File: config.mk
export PLATFORM = sky130hd
export DESIGN_NAME = rotary_step_ctrl
export DESIGN_NICKNAME = d
export VERILOG_FILES = /design/src/rtl/rotary_pkg.sv /design/src/rtl/rotary_step_ctrl_filter.sv /design/src/rtl/rotary_step_ctrl.sv
export SDC_FILE = /design/constraint.sdc
export NUM_CORES = 1
export LEC_CHECK = 0
export BUFFER_PORTS_ARGS = -buffer_cell sky130_fd_sc_hd__buf_2
export CAP_MARGIN = 20
export CELL_PAD_IN_SITES_DETAIL_PLACEMENT = 0
export CELL_PAD_IN_SITES_GLOBAL_PLACEMENT = 1
export CORE_MARGIN = 4
export CORE_UTILIZATION = 35
export DETAILED_ROUTE_END_ITERATION = 10
export GPL_TIMING_DRIVEN = 0
export PLACE_DENSITY_LB_ADDON = 0.1
export SYNTH_ARGS = -nofsm -noshare
export SYNTH_HDL_FRONTEND = slang
export SYNTH_SLANG_ARGS = --single-unit
export TNS_END_PERCENT = 30
File: constraint.sdc
create_clock -name clk -period 9.34 [get_ports clk]
set_input_delay 1.868 -clock clk [delete_from_list [all_inputs] [get_ports clk]]
set_output_delay 1.868 -clock clk [all_outputs]
set_load 0.03 [all_outputs]
File: src/rtl/rotary_pkg.sv
`default_nettype none
// ============================================================================
//  Module   : rotary_pkg
//  Brief    : Shared types and constants for the rotary step controller.
//  Revision : 1.0
// ============================================================================
package rotary_pkg;

    typedef enum logic [2:0] {
        ST_REST = 3'd0,
        ST_CW1  = 3'd1,
        ST_CW2  = 3'd2,
        ST_CW3  = 3'd3,
        ST_CCW1 = 3'd4,
        ST_CCW2 = 3'd5,
        ST_CCW3 = 3'd6
    } quad_state_t;

    // Quadrature codes are {a,b}
    localparam logic [1:0] QC_REST = 2'b11;
    localparam logic [1:0] QC_A    = 2'b01;
    localparam logic [1:0] QC_AB   = 2'b00;
    localparam logic [1:0] QC_B    = 2'b10;

    localparam logic DIR_CW  = 1'b1;
    localparam logic DIR_CCW = 1'b0;

endpackage
`default_nettype wire

File: src/rtl/rotary_step_ctrl_filter.sv
`default_nettype none
// ============================================================================
//  Module   : quad_input_filter
//  Brief    : 2-flop synchronizer for the A/B pins plus an optional counter
//             debouncer, enabled by ROTARY_CTRL_DEBOUNCE_EN.
//  Revision : 1.0
// ============================================================================
module quad_input_filter
    import rotary_pkg::*;
#(
    parameter int DEBOUNCE_CYCLES = 4
) (
    input  logic       clk,
    input  logic       nrst,
    input  logic [1:0] pins,
    output logic [1:0] ab
);

    logic [1:0] r_sync1;
    logic [1:0] r_sync2;

    always_ff @(posedge clk or negedge nrst) begin
        if (!nrst) begin
            r_sync1 <= QC_REST;
            r_sync2 <= QC_REST;
        end else begin
            r_sync1 <= pins;
            r_sync2 <= r_sync1;
        end
    end

`ifdef ROTARY_CTRL_DEBOUNCE_EN
    localparam int c_CNT_W = (DEBOUNCE_CYCLES > 1) ? $clog2(DEBOUNCE_CYCLES) : 1;
    localparam logic [c_CNT_W-1:0] c_CNT_LAST = c_CNT_W'(DEBOUNCE_CYCLES - 1);

    for (genvar i = 0; i < 2; i++) begin : g_deb
        logic               r_filt;
        logic [c_CNT_W-1:0] r_cnt;

        // Counts consecutive samples that disagree with the filtered level
        always_ff @(posedge clk or negedge nrst) begin
            if (!nrst) begin
                r_filt <= 1'b1;
                r_cnt  <= '0;
            end else if (r_sync2[i] == r_filt) begin
                r_cnt  <= '0;
            end else if (r_cnt == c_CNT_LAST) begin
                r_filt <= r_sync2[i];
                r_cnt  <= '0;
            end else begin
                r_cnt  <= r_cnt + 1'b1;
            end
        end

        assign ab[i] = r_filt;
    end
`else
    assign ab = r_sync2;
`endif

endmodule
`default_nettype wire

File: src/rtl/rotary_step_ctrl.sv
`default_nettype none
// ============================================================================
//  Module   : rotary_step_ctrl
//  Brief    : Quadrature detent decoder with saturating pending-step count and
//             paced step/dir issue. Debounce via ROTARY_CTRL_DEBOUNCE_EN.
//  Revision : 1.0
// ============================================================================
module rotary_step_ctrl
    import rotary_pkg::*;
#(
    parameter int DEBOUNCE_CYCLES = 4,
    parameter int PACE_CYCLES     = 8,
    parameter int PEND_W          = 4
) (
    input  logic              clk,
    input  logic              nrst,
    input  logic              enc_a,
    input  logic              enc_b,
    output logic              step,
    output logic              dir,
    output logic [PEND_W-1:0] pending,
    output logic              ovf
);

    localparam int c_SUM_W  = PEND_W + 2;
    localparam int c_PACE_W = (PACE_CYCLES > 1) ? $clog2(PACE_CYCLES) : 1;
    localparam logic [c_PACE_W-1:0]       c_PACE_LOAD = c_PACE_W'(PACE_CYCLES - 1);
    localparam logic signed [c_SUM_W-1:0] c_ONE       = c_SUM_W'(1);
    localparam logic signed [c_SUM_W-1:0] c_MAX       = c_SUM_W'((2 ** (PEND_W - 1)) - 1);
    localparam logic signed [c_SUM_W-1:0] c_MIN       = -c_MAX;

    logic [1:0]                w_ab;
    quad_state_t               r_state;
    quad_state_t               w_state_nxt;
    logic                      w_det_cw;
    logic                      w_det_ccw;
    logic [PEND_W-1:0]         r_pending;
    logic [c_PACE_W-1:0]       r_pace;
    logic                      r_step;
    logic                      r_dir;
    logic                      r_ovf;
    logic                      w_issue;
    logic signed [c_SUM_W-1:0] w_iss;
    logic signed [c_SUM_W-1:0] w_det;
    logic signed [c_SUM_W-1:0] w_base;
    logic signed [c_SUM_W-1:0] w_sum;
    logic                      w_sat;

    quad_input_filter #(
        .DEBOUNCE_CYCLES (DEBOUNCE_CYCLES)
    ) u_filter (
        .clk  (clk),
        .nrst (nrst),
        .pins ({enc_a, enc_b}),
        .ab   (w_ab)
    );

    always_ff @(posedge clk or negedge nrst) begin
        if (!nrst) r_state <= ST_REST;
        else       r_state <= w_state_nxt;
    end

    // Codes not listed for a state hold it, except the rest code which always returns to REST
    always_comb begin
        w_state_nxt = r_state;
        w_det_cw    = 1'b0;
        w_det_ccw   = 1'b0;
        case (r_state)
            ST_REST: begin
                if (w_ab == QC_A)         w_state_nxt = ST_CW1;
                else if (w_ab == QC_B)    w_state_nxt = ST_CCW1;
            end
            ST_CW1: begin
                if (w_ab == QC_AB)        w_state_nxt = ST_CW2;
                else if (w_ab == QC_REST) w_state_nxt = ST_REST;
            end
            ST_CW2: begin
                if (w_ab == QC_B)         w_state_nxt = ST_CW3;
                else if (w_ab == QC_A)    w_state_nxt = ST_CW1;
                else if (w_ab == QC_REST) w_state_nxt = ST_REST;
            end
            ST_CW3: begin
                if (w_ab == QC_REST) begin
                    w_state_nxt = ST_REST;
                    w_det_cw    = 1'b1;
                end else if (w_ab == QC_AB) begin
                    w_state_nxt = ST_CW2;
                end
            end
            ST_CCW1: begin
                if (w_ab == QC_AB)        w_state_nxt = ST_CCW2;
                else if (w_ab == QC_REST) w_state_nxt = ST_REST;
            end
            ST_CCW2: begin
                if (w_ab == QC_A)         w_state_nxt = ST_CCW3;
                else if (w_ab == QC_B)    w_state_nxt = ST_CCW1;
                else if (w_ab == QC_REST) w_state_nxt = ST_REST;
            end
            ST_CCW3: begin
                if (w_ab == QC_REST) begin
                    w_state_nxt = ST_REST;
                    w_det_ccw   = 1'b1;
                end else if (w_ab == QC_AB) begin
                    w_state_nxt = ST_CCW2;
                end
            end
            default: w_state_nxt = ST_REST;
        endcase
    end

    // Issue and detent land in the same update; only the detent is ever dropped
    always_comb begin
        w_issue = (r_pace == '0) && (r_pending != '0);
        w_iss   = '0;
        if (w_issue) w_iss = r_pending[PEND_W-1] ? -c_ONE : c_ONE;
        w_det   = '0;
        if (w_det_cw)       w_det = c_ONE;
        else if (w_det_ccw) w_det = -c_ONE;
        w_base  = $signed({{2{r_pending[PEND_W-1]}}, r_pending}) - w_iss;
        w_sum   = w_base + w_det;
        w_sat   = (w_sum > c_MAX) || (w_sum < c_MIN);
    end

    always_ff @(posedge clk or negedge nrst) begin
        if (!nrst) begin
            r_pending <= '0;
            r_pace    <= '0;
            r_step    <= 1'b0;
            r_dir     <= DIR_CCW;
            r_ovf     <= 1'b0;
        end else begin
            r_pending <= w_sat ? w_base[PEND_W-1:0] : w_sum[PEND_W-1:0];
            r_step    <= w_issue;
            if (w_sat) r_ovf <= 1'b1;
            if (w_issue) begin
                r_dir  <= r_pending[PEND_W-1] ? DIR_CCW : DIR_CW;
                r_pace <= c_PACE_LOAD;
            end else if (r_pace != '0) begin
                r_pace <= r_pace - 1'b1;
            end
        end
    end

    assign step    = r_step;
    assign dir     = r_dir;
    assign pending = r_pending;
    assign ovf     = r_ovf;

endmodule
`default_nettype wire
==> results.md <==
* Clk_skew at 0.00307 ns
* Die Height at 67.6 um
* Drt via density at 4.85
* Post-synth cell types at 39
* Site Rows at 21
* XOR/XNOR share of the synthesized area at 0.0604
* Leading area contributor after synthesis: dfrtp_1
* Total global-route track usage at 0.111
* Most frequent cell after synthesis: ha_1
* Period utilization at 0.414
* RSZ-0062 raised after global routing: no
* DR vias at 897
* Layout area overhead at 10.8%
* Fin. Hold Viols at 0
* DRT Pass-1 Iters at 4
* Antenna-violating nets left at 0
* Postcts setup bufs at 0
* Worst vdd ir at 0.000151 V
* Crit path launch type: register
* WP buf/inv at 1
* Adder-Cell Fraction of Synth Area at 0.183
* Max Freq at 259 MHz
* GP Congestion at 0.744
* Max Transition Viols Final at 0
* Share of cells above drive strength 1 at 0.173
* Total gr overflow at 0
* EDFF count, synth at 0
* Largest family of logic cells by synthesized area: adder cells
* Mean Syn Cell Area at 9.94 sq um
* CTS tree: yes
* CP most frequent cell: fa_1
* Initial core utilization at 0.367
* Post-synthesis cell area at 1240 sq um
* WP data arrival at 4.03 ns
* Least-Margin Pin Slew at 0.529 ns
* CP Cell Sequence: nor4_1, nor2_1, ha_1, inv_1, fa_1, fa_1, a21o_1, a21oi_1, xnor2_1, or2_2, mux2i_2, mux2_1
* Initial antenna violation count at 0
* Synth cell count leaders: ha_1, dfrtp_1, nand2_1, a21oi_1, o21ai_0
* Worst hold slack at 0.359 ns
* Status: complete, no violations
* Power per cell area at 350 nW/um^2
* Chip width at 67.6 um
* Routed wire length at 2220 um
* Vias in the first global route at 871
* Mux cell area share after synthesis at 0.0463
* Clock buffer depth at 2
* Largest stage delay on the critical path at 0.48 ns
* Clock-pin slew on the worst setup and hold paths at 0.09 ns
* Post_cts resized at 0
* Die area at 4570 sq um
* DRC viols at 0
* # IOs at 11
* Yosys top cell area share at 0.262
* Slew margin rel. at 0.643
* WL/cell at 12.0 um
* H-tree Lvls at 1
* Worst skew pair latency at 0.28 ns
* Most used DFF post-synth: dfrtp_1
* Max-Cap Viols at 0
* Tot Pwr at 0.000481 W
* Post-synthesis async set-or-reset flop share at 1.00
* Synth Register Bits at 17
* Hold buffer count at cts at 0
* Final TNS setup at 0 ns
* Leak Pwr at 0.635 nW
* Slowest cell on crit path: fa_1
* Worst hold path type: reg2reg
* Number of port buffers at 10
* CP Max Fanout at 5
* Post-synthesis compound-gate area fraction at 0.180
* Core area at 3390 sq um
* CTS root buffer: clkbuf_4
* Post-Syn Instances at 125
* Fraction of the yosys area taken by sequential cells at 0.346
* First-pass GRT wire length at 3860 um
* Number of CTS-inserted buffers at 3
* Sink Count at 17
* N_diodes at 0
* Setup crit end kind: register
* Final setup vio count at 0
* WP data required at 9.51 ns
* Yosys warns at 0
* CP top delay family: adder cells
* Synth area leaders: dfrtp_1, ha_1, dfstp_2, a21oi_1, nand2_1
* Largest net degree at the start of global routing at 18
* Fin crit period at 3.87 ns
* Syn nets at 146
* Detailed placement HPWL at 1770 um
* Worst Path Class, Setup: reg2reg
* NumNets Final at 161
* First-iteration detailed-routing DRC count at 30
* Simple-Gate Fraction of Synth Area at 0.144
## final cells by class
type / count / area [sq um]
clock buffers: 4 / 26.3
flip-flops and latches: 17 / 430
well taps: 46 / 57.6
fillers: 345 / 2010
repair buffers: 10 / 50.0
plain buffers: 3 / 18.8
inverters: 8 / 30.0
multi-input cells: 97 / 763
## report_power, final
part | internal [W] | switching, W | leakage, nW | total (W)
Clock | 0.0000166 | 0.0000204 | 0.0150 | 0.0000369
Sequential | 0.000102 | 0.0000239 | 0.193 | 0.000126
Combinational | 0.000138 | 0.000180 | 0.427 | 0.000318
## stage by stage
stage / setup slack [ns] / utilization / cells / area (sq um)
final: 5.47 / 0.406 / 185 / 1380
after global routing: 5.17 / 0.406 / 185 / 1380
after CTS: 5.44 / 0.406 / 185 / 1380
after detailed placement: 5.48 / 0.398 / 181 / 1350
after global placement: 5.46 / 0.398 / 181 / 1350
after floorplan: 5.73 / - / 125 / 1240
## worst paths after layout
kind | from | to | slack (ns) | cells past startpoint
min in group asynchronous | nrst | step$_DFF_PN0_ | 1.48 | 1
max in group asynchronous | nrst | u_filter.r_sync1[1]$_DFF_PN1_ | 7.55 | 1
worst min-delay path | u_filter.r_sync1[0]$_DFF_PN1_ | u_filter.ab[0]$_DFF_PN1_ | 0.36 | 0
worst min register to register | u_filter.r_sync1[0]$_DFF_PN1_ | u_filter.ab[0]$_DFF_PN1_ | 0.36 | 0
worst max register to register | pending[3]$_DFF_PN0_ | pending[1]$_DFF_PN0_ | 5.47 | 12
worst max-delay path | pending[3]$_DFF_PN0_ | pending[1]$_DFF_PN0_ | 5.47 | 12
## worst reg2reg max path, delay by kind of cell (launching register included)
family / cells / cell delay, ns
adders and majority gates: 3 / 1.18
and+or+nand+nor: 3 / 0.94
muxes: 2 / 0.66
DFF: 1 / 0.44
AOI/OAI and AO/OA: 2 / 0.38
xor gates and xnor gates: 1 / 0.09
buffers and inverters: 1 / 0.07
## logic make-up after synthesis
| logic type | Yosys count |
|---|---|
| compound gates | 34 |
| mux | 5 |
| buf+inv | 11 |
| fa+ha+maj | 17 |
| xor+xnor | 7 |
| simple gates | 34 |
| flops | 17 |
## metal layers
layer	up-vias	wire (um)	part of all wire	track usage
met4	0	9	0.0041	0.0456
met5	-	0	0	0
met2	6	1020	0.46	0.173
met1	424	1160	0.52	0.152
li1	465	-	-	-
met3	2	30	0.014	0.0166
## state kept, by name (all words and copies together) (netlist names)
| name | cells |
|---|---|
| u_filter.r_sync1 | 2 |
| u_filter.ab | 2 |
| step | 1 |
| pending | 4 |
| r_state | 3 |
| r_pace | 3 |
| ovf | 1 |
| dir | 1 |
## cells in the final DEF (no fill, tap or decap), types with 4 or more instances in the layout
cell type,count
nand2_1,13
nor2_1,7
dfstp_2,4
a21oi_1,10
ha_1,15
dfrtp_1,13
inv_1,8
nand2b_1,4
buf_2,10
o21ai_0,9
(Power assumes the default switching activity.)
